File: src/rtl/pwm_capture_pkg.sv
// Shared types and defaults for the PWM capture block.
package pwm_capture_pkg;

    localparam int CW_DEFAULT = 32;

    typedef enum logic [1:0] {
        IDLE,
        ARM,
        HIGH,
        LOW
    } capState_t;

endpackage

File: src/rtl/pwm_capture_if.sv
// Control/result bundle between the capture block (slave) and the register wrapper (master).
interface pwm_capture_if
    import pwm_capture_pkg::*;
#(
    parameter int CW = CW_DEFAULT
);
    logic          en;
    logic          pwm_in;
    logic          inv;
    logic [3:0]    clkdiv;
    logic [CW-1:0] timeout;
    logic [CW-1:0] period;
    logic [CW-1:0] high_time;
    logic          valid;
    logic          ovf;
    logic          stall;
    logic          stall_level;

    modport master (
        output en, pwm_in, inv, clkdiv, timeout,
        input  period, high_time, valid, ovf, stall, stall_level
    );

    modport slave (
        input  en, pwm_in, inv, clkdiv, timeout,
        output period, high_time, valid, ovf, stall, stall_level
    );
endinterface

File: src/rtl/pwm_capture_sync.sv
// Input conditioning: 2-FF synchronizer, optional inversion and edge detection.
module pwm_capture_sync (
    input  logic clk,
    input  logic rst,
    input  logic pwmIn,
    input  logic inv,
    output logic level,
    output logic rise,
    output logic fall
);
    logic [1:0] syncQ;
    logic       levelQ;

    always_ff @(posedge clk or posedge rst) begin
        if (rst) begin
            syncQ  <= '0;
            levelQ <= 1'b0;
        end else begin
            syncQ  <= {syncQ[0], pwmIn};
            levelQ <= level;
        end
    end

    assign level = syncQ[1] ^ inv;
    assign rise  = level & ~levelQ;
    assign fall  = ~level & levelQ;
endmodule

File: src/rtl/pwm_capture.sv
// PWM period / high-time measurement in prescaled ticks, with stall detection.
module pwm_capture
    import pwm_capture_pkg::*;
#(
    parameter int CW = CW_DEFAULT
) (
    input logic          clk,
    input logic          rst,
    pwm_capture_if.slave bus
);
    localparam logic [CW-1:0] MAX = '1;

    capState_t state, nextState;

    logic level, rise, fall;
    logic [3:0]    divQ, preCnt, idlePre;
    logic [CW-1:0] tickCnt, idleCnt, highQ;
    logic          perSat, highSat;
    logic          tick, idleTick, measuring, timeoutHit;
    logic [CW-1:0] perVal;
    logic          perOvf;
    logic [CW:0]   idleVal;
    logic          clear, restart, measure, takeHigh, doStall;

    logic [CW-1:0] periodQ, highTimeQ;
    logic          validQ, ovfQ, stallQ, stallLevelQ;

    pwm_capture_sync uSync (
        .clk   (clk),
        .rst   (rst),
        .pwmIn (bus.pwm_in),
        .inv   (bus.inv),
        .level (level),
        .rise  (rise),
        .fall  (fall)
    );

    // tickCnt + tick is floor(cycles since rise / (div+1)) as of this cycle.
    assign tick     = (preCnt == divQ);
    assign perVal   = (tickCnt == MAX) ? MAX : tickCnt + CW'(tick);
    assign perOvf   = perSat | (tick & (tickCnt == MAX));

    assign idleTick   = (idlePre == divQ);
    assign idleVal    = {1'b0, idleCnt} + (CW+1)'(idleTick);
    assign measuring  = (state == HIGH) || (state == LOW);
    assign timeoutHit = (bus.timeout != '0) && (idleVal >= {1'b0, bus.timeout});

    always_ff @(posedge clk or posedge rst) begin
        if (rst) state <= IDLE;
        else     state <= nextState;
    end

    always_comb begin
        nextState = state;
        if (!bus.en) begin
            nextState = IDLE;
        end else begin
            case (state)
                IDLE:    nextState = ARM;
                ARM:     if (rise) nextState = HIGH;
                HIGH:    if (fall) nextState = LOW;
                         else if (!rise && timeoutHit) nextState = ARM;
                LOW:     if (rise) nextState = HIGH;
                         else if (!fall && timeoutHit) nextState = ARM;
                default: nextState = IDLE;
            endcase
        end
    end

    // Any detected edge takes priority over a coincident timeout.
    always_comb begin
        clear    = 1'b0;
        restart  = 1'b0;
        measure  = 1'b0;
        takeHigh = 1'b0;
        doStall  = 1'b0;
        if (!bus.en || state == IDLE) begin
            clear = 1'b1;
        end else begin
            restart  = rise;
            measure  = rise && measuring;
            takeHigh = fall && (state == HIGH);
            doStall  = !rise && !fall && timeoutHit && measuring;
        end
    end

    always_ff @(posedge clk or posedge rst) begin
        if (rst) begin
            divQ    <= '0;
            preCnt  <= '0;
            tickCnt <= '0;
            perSat  <= 1'b0;
            idlePre <= '0;
            idleCnt <= '0;
            highQ   <= '0;
            highSat <= 1'b0;
        end else if (clear) begin
            divQ    <= bus.clkdiv;
            preCnt  <= '0;
            tickCnt <= '0;
            perSat  <= 1'b0;
            idlePre <= '0;
            idleCnt <= '0;
            highQ   <= '0;
            highSat <= 1'b0;
        end else begin
            if (restart) begin
                divQ    <= bus.clkdiv;
                preCnt  <= '0;
                tickCnt <= '0;
                perSat  <= 1'b0;
            end else if (tick) begin
                preCnt  <= '0;
                tickCnt <= perVal;
                perSat  <= perOvf;
            end else begin
                preCnt  <= preCnt + 4'd1;
            end

            if (rise || fall) begin
                idlePre <= '0;
                idleCnt <= '0;
            end else if (idleTick) begin
                idlePre <= '0;
                if (idleCnt != MAX) idleCnt <= idleCnt + CW'(1);
            end else begin
                idlePre <= idlePre + 4'd1;
            end

            if (takeHigh) begin
                highQ   <= perVal;
                highSat <= perOvf;
            end
        end
    end

    // A rise while still HIGH means the fall was missed: high time spans the whole period.
    always_ff @(posedge clk or posedge rst) begin
        if (rst) begin
            periodQ     <= '0;
            highTimeQ   <= '0;
            validQ      <= 1'b0;
            ovfQ        <= 1'b0;
            stallQ      <= 1'b0;
            stallLevelQ <= 1'b0;
        end else begin
            validQ <= measure;
            stallQ <= doStall;
            if (measure) begin
                periodQ   <= perVal;
                highTimeQ <= (state == HIGH) ? perVal : highQ;
                ovfQ      <= perOvf | ((state == LOW) & highSat);
            end
            if (doStall) stallLevelQ <= level;
        end
    end

    assign bus.period      = periodQ;
    assign bus.high_time   = highTimeQ;
    assign bus.valid       = validQ;
    assign bus.ovf         = ovfQ;
    assign bus.stall       = stallQ;
    assign bus.stall_level = stallLevelQ;
endmodule

File: src/flat_wrapper.sv
// flat-port wrapper written by rule: the top's interface ports become plain ports
module pwm_capture_flat import pwm_capture_pkg::*;
#(
    parameter int CW = CW_DEFAULT
)
  (clk, rst, bus_en, bus_pwm_in, bus_inv, bus_clkdiv, bus_timeout, bus_period, bus_high_time, bus_valid, bus_ovf, bus_stall, bus_stall_level);
  pwm_capture_if #(.CW(CW)) bus_i ();
  input logic clk;
  input logic rst;
  input wire logic [$bits(bus_i.en)-1:0] bus_en;
  input wire logic [$bits(bus_i.pwm_in)-1:0] bus_pwm_in;
  input wire logic [$bits(bus_i.inv)-1:0] bus_inv;
  input wire logic [$bits(bus_i.clkdiv)-1:0] bus_clkdiv;
  input wire logic [$bits(bus_i.timeout)-1:0] bus_timeout;
  output wire logic [$bits(bus_i.period)-1:0] bus_period;
  output wire logic [$bits(bus_i.high_time)-1:0] bus_high_time;
  output wire logic [$bits(bus_i.valid)-1:0] bus_valid;
  output wire logic [$bits(bus_i.ovf)-1:0] bus_ovf;
  output wire logic [$bits(bus_i.stall)-1:0] bus_stall;
  output wire logic [$bits(bus_i.stall_level)-1:0] bus_stall_level;
  assign bus_i.en = bus_en;
  assign bus_i.pwm_in = bus_pwm_in;
  assign bus_i.inv = bus_inv;
  assign bus_i.clkdiv = bus_clkdiv;
  assign bus_i.timeout = bus_timeout;
  assign bus_period = bus_i.period;
  assign bus_high_time = bus_i.high_time;
  assign bus_valid = bus_i.valid;
  assign bus_ovf = bus_i.ovf;
  assign bus_stall = bus_i.stall;
  assign bus_stall_level = bus_i.stall_level;
  pwm_capture #(.CW(CW)) u_core (.clk(clk), .rst(rst), .bus(bus_i));
endmodule
File: config.mk
export PLATFORM = sky130hd
export DESIGN_NAME = pwm_capture_flat
export DESIGN_NICKNAME = d
export VERILOG_FILES = /design/src/rtl/pwm_capture_pkg.sv /design/src/rtl/pwm_capture_if.sv /design/src/rtl/pwm_capture_sync.sv /design/src/rtl/pwm_capture.sv /design/src/flat_wrapper.sv
export SDC_FILE = /design/constraint.sdc
export NUM_CORES = 1
export LEC_CHECK = 0
export BUFFER_PORTS_ARGS = -buffer_cell sky130_fd_sc_hd__buf_2
export CORE_UTILIZATION = 59
export CTS_CLUSTER_DIAMETER = 30
export DETAILED_ROUTE_END_ITERATION = 16
export PLACE_DENSITY_LB_ADDON = 0.1
export RECOVER_POWER = 50
export SETUP_SLACK_MARGIN = 0.05
export SLEW_MARGIN = 10
export SYNTH_ARGS = -nofsm -noshare
export SYNTH_HDL_FRONTEND = slang
export SYNTH_HIERARCHICAL = 1
export SYNTH_SLANG_ARGS = --single-unit
File: constraint.sdc
create_clock -name clk -period 6.9 [get_ports clk]
set_input_delay 0.345 -clock clk [delete_from_list [all_inputs] [get_ports clk]]
set_output_delay 0.345 -clock clk [all_outputs]
set_load 0.1 [all_outputs]
# --- Word-level counts from Yosys, hierarchy flattened ---
# Index checks and enable logic that the tools add are counted.
totals:
  output_inout_bits: 68
  input_bits: 41
  elab_cells: 101
  reg_bits: 183
classes:
  eq_ne: 10
  order_cmp: 1
  addsub: 5
  n_reduce_logical: 23
  bitwise: 9
  n_mux: 36
ops:
  columns: ["operator", "count"]
  rows:
  - ["32-bit 2-to-1 mux", 11]
  - ["32-bit by 1-bit adder with 33-bit output", 1]
  - ["33-bit by 32-bit greater-or-equal comparator with 1-bit output", 1]
  - ["32-bit by 1-bit adder with 32-bit output", 1]
  - ["32-bit by 1-bit adder with 32-bit output (second input constant)", 1]
  - ["32-bit equality test (second input constant)", 1]
  - ["4-bit 2-to-1 mux", 8]
  - ["32-bit inequality test (second input constant)", 1]
  - ["32-bit nonzero test", 1]
  - ["2-bit 2-to-1 mux", 6]
  - ["1-bit 2-to-1 mux", 10]
  - ["3-bit nonzero test", 3]
  - ["4-bit by 1-bit adder with 4-bit output (second input constant)", 2]
  - ["4-bit equality test", 2]
  - ["1-bit logical AND", 8]
  - ["2-bit one-hot mux with 4 select lines", 1]
  - ["1-bit AND", 4]
  - ["2-bit equality test (second input constant)", 2]
  - ["4-bit by 2-bit inequality test with 1-bit output (second input constant)", 1]
  - ["4-bit by 3-bit inequality test with 1-bit output (second input constant)", 1]
  - ["2-bit nonzero test", 2]
  - ["1-bit zero test", 3]
  - ["1-bit logical OR", 3]
  - ["3-bit by 2-bit inequality test with 1-bit output (second input constant)", 1]
  - ["other kinds (7)", 9]

# --- Longest topological paths before layout ---
depth:
  word_depth: 9
  ltp_mapped: 17
  depth_no_buf: 17

# --- Cells and area by module ---
# Netlist, hierarchy kept.
by_module_without_submodules:
  columns: ["mod", "seq_area_each_um2", "area_each_um2", "cells_per_inst", "n_inst"]
  rows:
  - ["pwm_capture", 4504.3, 9620.5, 1073, 1]
  - ["pwm_capture_sync", 75.1, 101.3, 8, 1]

# --- Least setup slack after synthesis ---
# No wires, ideal clock.
synth_path:
  kind: "register -> register"
  start: "register u_core.divQ[3]"
  end: "register u_core.stallLevelQ, in the netlist u_core/bus.stall_level"
  required_time_ps: 6775
  synth_period_minus_slack_ps: 4164
  path_stages_with_launch: 18
  arrival_time_ps: 4038
  n_path_buf: 0
  setup_time_ps: 125
  slack_ps: 2736
  path_cell_list: "dfrtp_1 -> xor2_1 -> nor4_4 -> ha_1 -> nand4_1 -> nor4_1 -> nand2b_1 -> nor2_1 -> nand3_1 -> xnor2_1 -> ha_1 -> nand3_1 -> nor3_1 -> nand4_1 -> nand2_1 -> a221oi_2 -> nor4_2 -> mux2_2"
synth_between:
  elab_chain_cells: 7
synth_lines:
  columns: ["element", "line", "source"]
  rows:
  - ["start: declaration", "pwm_capture.sv:16", "logic [3:0] divQ, preCnt, idlePre;"]
  - ["start signal: assignment", "pwm_capture.sv:98", "divQ <= bus.clkdiv;"]
  - ["start signal: assignment", "pwm_capture.sv:108", "divQ <= bus.clkdiv;"]
  - ["4-bit equality test", "pwm_capture.sv:43", "assign idleTick = (idlePre == divQ);"]
  - ["32-bit by 1-bit adder with 33-bit output", "pwm_capture.sv:44", "assign idleVal = {1'b0, idleCnt} + (CW+1)'(idleTick);"]
  - ["33-bit by 32-bit greater-or-equal comparator with 1-bit output", "pwm_capture.sv:46", "assign timeoutHit = (bus.timeout != '0) && (idleVal >= {1'b0, bus.timeout});"]
  - ["1-bit logical AND", "pwm_capture.sv:46", null]
  - ["1-bit logical AND (2 in series)", "pwm_capture.sv:83", "doStall = !rise && !fall && timeoutHit && measuring;"]
  - ["1-bit 2-to-1 mux", "pwm_capture.sv:77", "if (!bus.en || state == IDLE) begin"]
  - ["named net u_core.doStall", "pwm_capture.sv:23", "logic clear, restart, measure, takeHigh, doStall;"]
  - ["end signal: assignment", "pwm_capture.sv:154", "if (doStall) stallLevelQ <= level;"]
  - ["end: declaration", "pwm_capture.sv:26", "logic validQ, ovfQ, stallQ, stallLevelQ;"]
# The timed path passes the listed nets, and every way through them passes these cells.
# A chain may end at the register's enable or synchronous reset.

# --- Final worst setup path ---
# Same ends and word-level chain as after synthesis.

==> flow_metrics.tcl <==
set metrics [dict create \
    run_status "finished with violations" \
    failed_checks "capacitance limit, slew limit" \
    grt_pass1_vias 7456 \
    place_hpwl_mm 15.1 \
    leakage_power_total_nw 4.97 \
    synthesis.area_per_instance_um2 8.99 \
    ys.flop_type "sky130_fd_sc_hd__dfrtp_1" \
    synth.net_count 1161 \
    timing_worst_slew_pin_value_ns 4.30 \
    global_route_total_overflow 0 \
    dr.pass1.iters 7 \
    synth_mux_area_frac 0.00232 \
    hp-class "in -> reg" \
    arrival_ns 5.07 \
    synth_fa_ha_area_frac 0.0502 \
    cts_buffers 17 \
    port_buffers 108 \
    power_per_cell_area_nw_per_um2 221 \
    place_ws_ns 2.11 \
    finish.net_count 1234 \
    use_met3 0.0398 \
    track_usage 0.278 \
    crit-reg2reg-capture "u_core/bus.stall_level" \
    setup_tns_ns 0 \
    area_of_the_multi_input_gates_um2 4730 \
    top_level_ports 109 \
    post_synth_and_or_nand_nor_area_fraction 0.207 \
    power.share.switching 0.298 \
    maxCapViolCount 2 \
    finalHoldViolCount 0 \
    n_fill_cell 1395 \
    unrepaired_setup_endpoints_after_global_routing "no" \
    final_min_period_over_clock_period 0.690 \
    initial_core_util 0.608 \
    dp_cells 1350 \
    final-seq-area_um2 4580 \
    ys_ff_latch 183 \
    setup_violating_endpoint_count_in_the_final_report 0 \
    drt-initial-drc-count 567 \
    met1_usage 0.367 \
    timing.critical_path.from_type "register" \
    die_y_um 130 \
    grt.met2_usage 0.468 \
    synth_top_cells_by_area "sky130_fd_sc_hd__dfrtp_1, sky130_fd_sc_hd__o21ai_0, sky130_fd_sc_hd__nand2_1, sky130_fd_sc_hd__ha_1, sky130_fd_sc_hd__xor2_1" \
    tritoncts "built" \
    gr-max-usage-layer "met2" \
    fin_crit_ns 4.76 \
    vdd_drop_max_mv 0.183 \
    post_route_cells_drive_above_1_share 0.0848 \
    area_growth_pct 11.6 \
    clockPowerShare 0.393 \
    crit_path_end_kind "register" \
    drtAntennaViolNets 0 \
    timing.hold.worst_endpoint "u_core/uSync/syncQ[0]" \
    post_drt_via_cell_ratio 5.75 \
    complex_gate_fraction_of_the_synthesized_area 0.142 \
    ys_seq_area_frac 0.471 \
    layout_setup_ws_ns 2.14 \
    grt_max_degree 100 \
    worstHoldPathCells 1 \
    clockBufferDepth 2 \
    post_cts_resized 0 \
    combPwrFrac 0.136 \
    antenna_violations_before_repair 0 \
    clock_latency_ns 0.43 \
    worst_r2r_path_depth 17 \
    rr_startpoint "u_core/divQ[3]" \
    syn-instance-count 1081 \
    h-tree-depth 4 \
    worst_hold_startpoint "bus_pwm_in" \
    finalMaxSlewViolations 146 \
    worst_setup_hold_path_clk_slew_ns 0.07 \
    worst-endpoint-required_ns 7.21 \
    postSynth.asyncResetShare 1.00 \
    synth_edf_count 0 \
    number_of_synthesis_warnings 6 \
    final_gp_congestion 0.887 \
    worstPathMaxFanout 6 \
    dr_wl_cell_um 16.2 \
    clockRootBuffer "sky130_fd_sc_hd__clkbuf_16" \
    netSwitchingPower_mw 0.716 \
    routed_wirelength_mm 22.4 \
    ff2ff_setup_slack_ns 2.14 \
    p_int_mw 1.68 \
    ys_types 54 \
    diode_insertion_count_for_antenna_repair 0 \
    synth_top_family_by_area "simple AND/OR/NAND/NOR gates" \
    max_slew_margin -1.89 \
    die-area_um2 17000 \
    critical_path_class "reg -> reg" \
    power.sequential.fraction 0.471 \
    synth_largest_area_cell "sky130_fd_sc_hd__dfrtp_1" \
    final_cells 1383 \
    floorplan.core_area_um2 16000 \
    clock-sinks 183 \
    synth_area_um2 9720 \
    vias 7958 \
    post-synth-top-area-fraction 0.471 \
    detail_route.drc_violations 0 \
    global_route_wire_length_before_repair_mm 36.8 \
    finalClockSkew_ns 0.0149 \
    synth_xor_xnor_area_share 0.0829 \
    fmaxAchievable_mhz 210 \
    design_power_total_mw 2.40 \
    dieWidth_um 130 \
    row_count 46 \
]
==> registers in the layout, summed over array words and instances (netlist names), 2 cells and up <==
name and flops:
u_core/uSync/syncQ 2, u_core/state 2, u_core/divQ 4, u_core/tickCnt 32
u_core/bus.period 32, u_core/idlePre 4, u_core/bus.high_time 32, u_core/preCnt 4
u_core/idleCnt 32, u_core/highQ 32
==> worst max-delay path by stage <==
stage	startpoint	to	slack (ns)
after global placement	u_core/divQ[3]	u_core/bus.stall_level	2.27
after detailed placement	u_core/divQ[3]	u_core/bus.stall_level	2.11
after global routing	u_core/divQ[3]	u_core/bus.stall_level	1.76
final	u_core/divQ[3]	u_core/bus.stall_level	2.14
after CTS	u_core/divQ[3]	u_core/bus.stall_level	2.10
after floorplan	rst	u_core/bus.high_time[0]	1.67
==> through the flow <==
stage | hold WS [ns] | utilization | cell area, um^2
final | 0.0270 | 0.678 | 10800
after global routing | 0.0139 | 0.678 | 10800
after CTS | 0.00644 | 0.685 | 11000
after detailed placement | 0.295 | 0.649 | 10400
after global placement | 0.290 | 0.649 | 10400
after floorplan | 0.0986 | - | 9720
==> cells in the final DEF (no fill, tap or decap), drive strengths merged, types with 4 or more instances in the layout <==
cell	Yosys	layout
a211oi	22	22
a21o	12	12
a21oi	52	52
and2	5	5
and3	15	15
and4	17	17
buf	15	45
clkbuf	48	91
clkinv	0	4
dfrtp	183	183
ha	39	39
inv	48	52
nand2	149	149
nand2b	4	4
nand3	40	40
nand4	24	24
nor2	108	108
nor3	18	18
nor4	21	21
o21a	4	4
o21ai	126	126
or3	5	5
xnor2	37	37
xor2	55	55
==> final cells by class <==
cell class / instances / area share
clock inverter: 12 / 0.0106
sequential: 183 / 0.422
multi-input combinational: 787 / 0.436
clock buffer: 20 / 0.0421
timing repair buffer: 117 / 0.0476
tap: 216 / 0.0249
inverter: 48 / 0.0167
==> worst max-delay path: stages, from the launching register on <==
cell and delay [ns]:
sky130_fd_sc_hd__dfrtp_1 0.41, sky130_fd_sc_hd__xor2_1 0.20, sky130_fd_sc_hd__nor4_4 0.44, sky130_fd_sc_hd__ha_1 0.35, sky130_fd_sc_hd__nand4_1 0.21, sky130_fd_sc_hd__nor4_1 0.59
sky130_fd_sc_hd__nand2b_1 0.26, sky130_fd_sc_hd__nor2_1 0.21, sky130_fd_sc_hd__nand3_1 0.11, sky130_fd_sc_hd__xnor2_1 0.14, sky130_fd_sc_hd__ha_1 0.30, sky130_fd_sc_hd__nand3_1 0.12
sky130_fd_sc_hd__nor3_1 0.35, sky130_fd_sc_hd__nand4_1 0.13, sky130_fd_sc_hd__nand2_1 0.10, sky130_fd_sc_hd__a221oi_2 0.05, sky130_fd_sc_hd__nor4_2 0.30, sky130_fd_sc_hd__mux2_2 0.37
==> cells in the mapped netlist (all sizes together) (2+ instances only) <==
library cell,number
or3,5
a21oi,52
nand4,24
clkbuf,48
a21boi,3
dfrtp,183
inv,48
o21ai,126
nand3,40
and3,15
nand2,149
a311oi,2
a21o,12
mux2,2
nor4,21
nor2b,2
and2,5
or4,3
and4,17
nor3,18
xor2,55
nor2,108
o31ai,2
o21a,4
nor3b,2
a211oi,22
ha,39
o211ai,2
a31oi,3
nand2b,4
a221oi,3
or2,2
xnor2,37
buf,15
o22ai,2
==> cell families after synthesis <==
family	count (synthesis)
xor gates and xnor gates	92
muxes	2
adders and majority gates	39
buffers and inverters	111
and+or+nand+nor	417
AOI/OAI and AO/OA	237
DFF	183
==> metal layers <==
metal / wire length [um] / share of wire
met1: 9990 / 0.45
met2: 11000 / 0.49
met3: 917 / 0.041
met4: 558 / 0.025
met5: 0 / 0
==> power by group through the flow <==
stage / combinational [mW] / sequential [mW] / clock [mW]
floorplan: 0.119 / 1.28 / 0
global placement: 0.329 / 1.15 / 0
detailed placement: 0.333 / 1.15 / 0
CTS: 0.336 / 1.13 / 0.962
global route: 0.352 / 1.13 / 0.999
finish: 0.326 / 1.13 / 0.943
==> timing repair <==
action                                  in CTS  in global routing
hold buffers                                 1                  0
setup buffers                                0                  0
hold endpoints to repair                     3                  0
endpoints found under the setup margin       0                  0
Power figures use the tool's default switching activity.
